### config.mk
export PLATFORM = sky130hd
export DESIGN_NAME = ysyx_24100012_core_ctrl
export DESIGN_NICKNAME = d
export VERILOG_FILES = /design/src/rtl/ysyx_24100012_core_ctrl.sv
export SDC_FILE = /design/constraint.sdc
export NUM_CORES = 1
export LEC_CHECK = 0
export ABC_AREA = 1
export BUFFER_PORTS_ARGS = -buffer_cell sky130_fd_sc_hd__buf_2
export CORE_UTILIZATION = 55
export CTS_CLUSTER_SIZE = 20
export DETAILED_ROUTE_END_ITERATION = 10
export GPL_TIMING_DRIVEN = 1
export PLACE_DENSITY = 0.83
export REMOVE_ABC_BUFFERS = 1
export SYNTH_ARGS = -nofsm -noshare
export SYNTH_HDL_FRONTEND = slang
export SYNTH_SLANG_ARGS = --single-unit
### constraint.sdc
create_clock -name clk -period 3.6 [get_ports clk]
set_clock_uncertainty 0.1 [all_clocks]
set_input_delay 0.72 -clock clk [delete_from_list [all_inputs] [get_ports clk]]
set_output_delay 0.72 -clock clk [all_outputs]
set_load 0.02 [all_outputs]
### src/rtl/ysyx_24100012_core_ctrl.sv
// Multi-cycle core sequencer: fetch, execute, memory, write-back.
// Moore request outputs, Mealy ir_we, sticky halt/fault status.
module ysyx_24100012_core_ctrl #(
    parameter int DATA_WIDTH = 32
) (
    input  logic                  clk,
    input  logic                  rst,
    output logic                  ifu_req_valid,
    input  logic                  ifu_req_ready,
    input  logic                  ifu_rsp_valid,
    input  logic                  ifu_rsp_err,
    output logic                  ir_we,
    input  logic                  dec_MemREn,
    input  logic                  dec_MemWEn,
    input  logic                  dec_WEn,
    input  logic                  dec_CSRWEn,
    input  logic [1:0]            dec_csrType,
    input  logic                  is_ebreak,
    output logic                  lsu_req_valid,
    input  logic                  lsu_req_ready,
    input  logic                  lsu_rsp_valid,
    input  logic                  lsu_rsp_err,
    output logic                  rf_we,
    output logic                  csr_we,
    output logic                  pc_we,
    output logic [DATA_WIDTH-1:0] retire_cnt,
    output logic                  halted,
    output logic                  fault,
    output logic [2:0]            state
);

    typedef enum logic [2:0] {
        S_IDLE  = 3'd0,
        S_FETCH = 3'd1,
        S_IWAIT = 3'd2,
        S_EXEC  = 3'd3,
        S_MEM   = 3'd4,
        S_MWAIT = 3'd5,
        S_WB    = 3'd6,
        S_STOP  = 3'd7
    } state_e;

    state_e                state_q, state_d;
    logic [DATA_WIDTH-1:0] retire_q, retire_d;
    logic                  halted_q, halted_d;
    logic                  fault_q, fault_d;
    logic                  in_wb;

    // Next-state and status update; responses only count in their wait state
    always_comb begin
        state_d  = state_q;
        retire_d = retire_q;
        halted_d = halted_q;
        fault_d  = fault_q;
        unique case (state_q)
            S_IDLE: state_d = S_FETCH;
            S_FETCH: begin
                if (ifu_req_ready) state_d = S_IWAIT;
            end
            S_IWAIT: begin
                if (ifu_rsp_valid) begin
                    if (ifu_rsp_err) begin
                        fault_d = 1'b1;
                        state_d = S_STOP;
                    end else begin
                        state_d = S_EXEC;
                    end
                end
            end
            S_EXEC: begin
                if (is_ebreak) begin
                    halted_d = 1'b1;
                    state_d  = S_STOP;
                end else if (dec_MemREn | dec_MemWEn) begin
                    state_d = S_MEM;
                end else begin
                    state_d = S_WB;
                end
            end
            S_MEM: begin
                if (lsu_req_ready) state_d = S_MWAIT;
            end
            S_MWAIT: begin
                if (lsu_rsp_valid) begin
                    if (lsu_rsp_err) begin
                        fault_d = 1'b1;
                        state_d = S_STOP;
                    end else begin
                        state_d = S_WB;
                    end
                end
            end
            S_WB: begin
                retire_d = retire_q + 1'b1;
                state_d  = S_FETCH;
            end
            S_STOP: state_d = S_STOP;
        endcase
    end

    // State and status registers, cleared asynchronously
    always_ff @(posedge clk or posedge rst) begin
        if (rst) begin
            state_q  <= S_IDLE;
            retire_q <= '0;
            halted_q <= 1'b0;
            fault_q  <= 1'b0;
        end else begin
            state_q  <= state_d;
            retire_q <= retire_d;
            halted_q <= halted_d;
            fault_q  <= fault_d;
        end
    end

    assign in_wb         = (state_q == S_WB);
    assign ifu_req_valid = (state_q == S_FETCH);
    assign lsu_req_valid = (state_q == S_MEM);
    assign ir_we         = (state_q == S_IWAIT) & ifu_rsp_valid & ~ifu_rsp_err;
    assign pc_we         = in_wb;
    assign rf_we         = in_wb & dec_WEn;
    assign csr_we        = in_wb & (dec_CSRWEn | (dec_csrType == 2'b01));
    assign retire_cnt    = retire_q;
    assign halted        = halted_q;
    assign fault         = fault_q;
    assign state         = state_q;

endmodule

==> results of run 1 <==
-- path summary, 6_finish.rpt --
| check | depth (start not counted) | endpoint | slack (ns) | start |
|---|---|---|---|---|
| max | 4 | pc_we | 1.25 | state[0]$_DFFE_PP0P_ |
| min | 2 | fault$_DFFE_PP0P_ | 0.38 | fault$_DFFE_PP0P_ |
| max reg2reg | 7 | retire_cnt[20]$_DFFE_PP0P_ | 1.85 | state[0]$_DFFE_PP0P_ |
| min reg2reg | 2 | fault$_DFFE_PP0P_ | 0.38 | fault$_DFFE_PP0P_ |
| max in group asynchronous | 3 | retire_cnt[21]$_DFFE_PP0P_ | 2.26 | rst |
| min in group asynchronous | 2 | retire_cnt[2]$_DFFE_PP0P_ | 0.42 | rst |
-- per-layer routing --
metal	vias up	track usage, %
li1	1026	-
met1	960	35.0
met2	67	45.1
met3	8	6.16
met4	0	10.6
met5	-	0
-- final cells by class --
type | count | area [sq um]
multi-input cells | 216 | 1120
inverters | 30 | 113
clock buffers | 5 | 68.8
well taps | 48 | 60.1
clock inverters | 3 | 65.1
fillers | 335 | 1100
repair buffers | 58 | 293
flip-flops and latches | 37 | 926
-- metrics by stage --
stage	cell area [sq um]	utilization (%)	cells
detailed placement	2510	67.0	389
floorplan	2160	-	283
CTS	2640	70.6	397
finish	2640	70.6	397
global route	2640	70.6	397
global placement	2510	67.0	389
-- logic make-up (layout without fill, tap and decap cells) --
kind of cell,count (synthesis),in the layout,synth area share (%)
simple gates,188,188,41.5
flops,37,37,42.5
buf+inv,33,96,6.25
xor+xnor,15,15,6.02
compound gates,12,12,3.21
fa+ha+maj,1,1,0.574
-- cells in the mapped netlist (all sizes together) --
master	instances	area, sq um
inv	30	113
o21ai	5	25.0
o31ai	1	7.51
xnor2	8	70.1
buf	3	23.8
o211ai	1	7.51
nor3	9	55.1
nand3b	8	60.1
nand3	20	115
dfrtp	37	926
nor4	1	6.26
xor2	7	61.3
a21oi	3	15.0
o21bai	1	7.51
nand4	6	37.5
a211oi	1	7.51
nor2	45	236
ha	1	12.5
nand2	99	394
-- layout by cell type (no fill, tap or decap) --
master	n
a211oi_1	1
nor3_1	7
nor3_2	2
o21ai_0	3
nor2_4	3
nand3_1	17
nand2_1	96
nand3_2	3
xnor2_1	8
o21bai_1	1
o31ai_1	1
nand4_1	6
nor2_8	2
a21oi_1	3
o21ai_1	2
nor2_1	35
nand3b_1	8
inv_1	27
clkinv_2	1
nand2_4	3
inv_2	3
dfrtp_1	37
buf_2	57
clkbuf_8	5
o211ai_1	1
xor2_1	7
bufinv_16	2
buf_4	1
nor2_2	5
ha_1	1
nor4_1	1
-- state kept, by name, summed over array words and instances, names as in the netlist --
register / count
halted: 1
fault: 1
state: 3
retire_cnt: 32
-- tightest hold or removal path: cells and delay by family (launching register included) --
family	cells	cell delay, ns
buffers and inverters	1	0.04
flip-flops	1	0.36
AND/OR/NAND/NOR	1	0.05
-- power breakdown --
group	switching, W	internal [W]
registers	0.0000834	0.000458
clock network	0.000154	0.000275
logic	0.000280	0.000135
==> flow_summary_export.csv, run 1 <==
group,metric,value,unit
clock_network,cts_resized,0,
power_and_ir_drop,p_per_area,524,nW/um^2
worst_setup_path,path_delay_family,"flip-flops",
worst_setup_path,cp_max_fo,15,
synth,avgSynthCellArea,7.63,sq um
drt,top_layer,"met4",
floorplan,coreArea,3740,sq um
drt,wire_per_inst,12.5,microns
grt,grt_start_max_net_pins,20,
drt,avgViaCountPerCell,5.19,
synth,ys_seq_elements,37,
clock_network,cts_max_path_buffers,2,
clock_network,cts_root_buf,"clkbuf_8",
clock_network,htree_levels,2,
drt,drc_errors,0,
drt,wl,4950,microns
worst_setup_path,start_kind,"flop",
drt,dr_total_vias,2061,
drt,firstDrtPassIters,6,
clock_network,hold_buffers,0,
timing,post-route-period-util,65.2,%
floorplan,initial_core_util,58.3,%
final_layout,layout.nets,364,
drt,first_iter_violations,165,
synth,ys_types,29,
min_path,min-delay-path-class,"reg2reg",
synth,synthesis.area,2180,sq um
clock_network,cts_sinks,37,
worst_setup_path,criticalPathCategory,"reg2out",
clock_network,cts_made_buffers,5,
timing,max-slew-margin-rel,53.5,%
place,port_buffers,57,
drt,postRouteAntennaNets,0,
grt,grt_pass1_vias,1970,
grt,grt_pass1_wl,8730,microns
place,dp_hpwl,3680,microns
floorplan,die_w,65.0,microns
worst_setup_path,cp_slowest_stage_delay,0.52,ns
timing,rsz0062_at_grt,"no",
clock_network,path_clk_slew,0.07,ns
synth,synth_warnings,0,
worst_setup_path,crit_arrival,1.53,ns
clock_network,cts_tree,"yes",
grt,antenna_found_initial,0,
grt,grt_overflow,0,
timing,setup_viol,0,
floorplan,die_h,65.0,microns
power_and_ir_drop,peakVddDrop,0.582,mV
timing,worst_pin_slew,0.697,ns
timing,timing.final.ws_setup,1.25,ns
power_and_ir_drop,p_leak,1.38,nW
floorplan,dieArea,4220,sq um
final_layout,drive_above_1_share,24.9,%
worst_setup_path,crit_chain,"inv_2, nand2_4, nor2_8, buf_2",
place,dp_slack,1.52,ns
timing,timing.final.hold_violations,0,
timing,fmax,0.426,GHz
timing,period_needed,2.35,ns
drt,route.met3.wl,255,microns
drt,dr_wl_met2,2390,microns
place,gp_congestion,0.932,
timing,slew_violations,0,
synth,ys_seq_area_share,42.5,%
worst_setup_path,critPathBufInv,2,
timing,tns,0,ns
drt,wl_met1,2220,microns
clock_network,insertion_delay,0.30,ns
synth,syn_inst,286,
floorplan,placementRows,22,
final_layout,area_delta_synth_final,21.2,%
final_layout,n_antenna_cell,0,
floorplan,ios,58,
worst_setup_path,slowest_stage,"dfrtp_1",
worst_setup_path,end_kind,"output pin",
power_and_ir_drop,finalPower,0.00139,W
clock_network,post-cts-setup-buffers,0,
status,outcome,"completed",
worst_setup_path,required,2.78,ns
grt,gr-usage-all-layers,27.5,%
timing,whs,0.375,ns
run,maxCapViolations,0,
No activity file was read; power rests on OpenSTA's default activity.
==> inputs of run 2 (changes only) <==
Settings changed: CORE_UTILIZATION 55 to 53, PLACE_DENSITY 0.83 to 0.8.
Clock period 3.6 ns to 2.2 ns, I/O delays scaled along.
==> run 2 against run 1 <==
  * Critical path depth decreased by 1
  * Power increased by 58%
  * Cell area decreased by 0.66%
  * Clock power increased by 44%
  * Worst setup slack got worse by 1.1 ns
  * Die area increased by 3.6%
  * Largest power group unchanged
  * Wire length decreased by 0.63%
  * Cell count unchanged
  * Critical path type unchanged
  * First-iteration DRC count decreased by 37%
==> flow_summary_export.csv, run 2 (synthesis results as in run 1) <==
group,metric,value,unit
status,outcome,"completed",
timing,rsz0062_at_grt,"no",
grt,antenna_found_initial,0,
power_and_ir_drop,p_per_area,833,nW/um^2
grt,gr-usage-all-layers,26.4,%
worst_setup_path,criticalPathCategory,"reg2out",
floorplan,initial_core_util,57.4,%
drt,wl,4920,microns
clock_network,cts_tree,"yes",
power_and_ir_drop,finalPower,0.00219,W
floorplan,dieArea,4380,sq um
final_layout,multi_input_area,1120,sq um
grt,grt_pass1_vias,1938,
floorplan,placementRows,22,
min_path,min-delay-path-class,"in2async",
worst_setup_path,end_kind,"output pin",
final_layout,area_delta_synth_final,20.4,%
clock_network,htree_levels,2,
final_layout,mostFrequentLayoutCell,"nand2_1",
final_layout,layout.nets,364,
place,dp_slack,0.441,ns
worst_setup_path,reg2reg_slack,0.44,ns
drt,drc_errors,0,
timing,worst_pin_slew,0.459,ns
drt,firstDrtPassIters,4,
worst_setup_path,critPathBufInv,2,
worst_setup_path,crit_arrival,1.55,ns
timing,timing.final.ws_setup,0.111,ns
timing,max-slew-margin-rel,69.4,%
final_layout,num-fill-cells,308,
timing,post-route-period-util,95.0,%
timing,fmax,0.479,GHz
clock_network,cts_root_buf,"clkbuf_8",
timing,whs,0.136,ns
floorplan,die_w,66.1,microns
run,maxCapViolations,0,
grt,grt_pass1_wl,8590,microns
place,dp_hpwl,3710,microns
worst_setup_path,cp_slowest_stage_delay,0.57,ns
clock_network,insertion_delay,0.29,ns
place,gp_congestion,0.902,
timing,setup_viol,0,
floorplan,ios,58,
drt,dr_total_vias,2038,
power_and_ir_drop,p_leak,1.37,nW
final_layout,drive_above_1_share,24.6,%
worst_setup_path,crit_chain,"inv_2, nor2_8, buf_2",
worst_setup_path,r2r_cells,6,
final_layout,final_cell_mix,"96 x nand2_1, 57 x buf_2, 37 x dfrtp_1",
place,port_buffers,57,
drt,postRouteAntennaNets,0,
power_and_ir_drop,peakVddDrop,1.08,mV
worst_setup_path,slowest_stage,"dfrtp_1",
worst_setup_path,start_kind,"flop",
clock_network,cts_made_buffers,5,
final_layout,register_area,926,sq um
drt,wire_per_inst,12.4,microns
clock_network,cts_max_path_buffers,2,
worst_setup_path,required,1.66,ns
clock_network,cts_sinks,37,
final_layout,n_antenna_cell,0,
grt,grt_start_max_net_pins,38,
timing,timing.final.hold_violations,0,
drt,avgViaCountPerCell,5.13,
final_layout,largest_reg_flops,32,
floorplan,die_h,66.1,microns
timing,slew_violations,0,
timing,tns,0,ns
drt,first_iter_violations,104,
timing,period_needed,2.09,ns
floorplan,coreArea,3800,sq um
worst_setup_path,path_delay_family,"flip-flops",
grt,grt_overflow,0,
worst_setup_path,crit_cells,3,
clock_network,path_clk_slew,0.07,ns
clock_network,hold_buffers,0,
clock_network,cts_resized,0,
worst_setup_path,cp_max_fo,15,
clock_network,post-cts-setup-buffers,0,
## run 2: changes by cell type in the layout (fill, tap and decap cells not counted), sizes merged
cell,change
bufinv,-1
clkinv,-1
clkbuf,+2
## run 2: worst paths after layout
check / to / start
max: pc_we / state[2]$_DFFE_PP0P_
min: retire_cnt[31]$_DFFE_PP0P_ / rst
max reg2reg: retire_cnt[16]$_DFFE_PP0P_ / state[2]$_DFFE_PP0P_
min reg2reg: fault$_DFFE_PP0P_ / fault$_DFFE_PP0P_
max in group asynchronous: retire_cnt[23]$_DFFE_PP0P_ / rst
min in group clk: halted$_DFFE_PP0P_ / is_ebreak
## run 2: where the power goes
| part | switching [W] | internal, W | leakage, nW | total, W |
|---|---|---|---|---|
| clock | 0.000246 | 0.000370 | 0.0585 | 0.000616 |
| combinational | 0.000464 | 0.000221 | 0.821 | 0.000685 |
| sequential | 0.000138 | 0.000749 | 0.493 | 0.000887 |
## run 2: per-layer routing
layer / track usage (%) / share of wire (%)
met1: 34.4 / 46
met2: 42.9 / 47
met3: 5.17 / 5.7
met4: 10.4 / 1.5
met5: 0 / 0
## run 2: final cells by class
class / instances / share of cell area [%]
well taps: 48 / 2.29
clock buffers: 7 / 3.29
clock inverters: 1 / 1.14
inverters: 30 / 4.29
multi-input cells: 216 / 42.6
flip-flops and latches: 37 / 35.3
repair buffers: 58 / 11.1
## run 2: stage by stage
stage               utilization [%]  cells  cell area, sq um
global route                   69.1    397              2630
detailed placement             66.1    389              2510
CTS                            69.1    397              2630
finish                         69.1    397              2630
global placement               66.1    389              2510
floorplan                         -    283              2160
## run 2: tightest hold or removal path: stages
cell,delay [ns]
buf_2,0.09
inv_1,0.04
buf_4,0.39
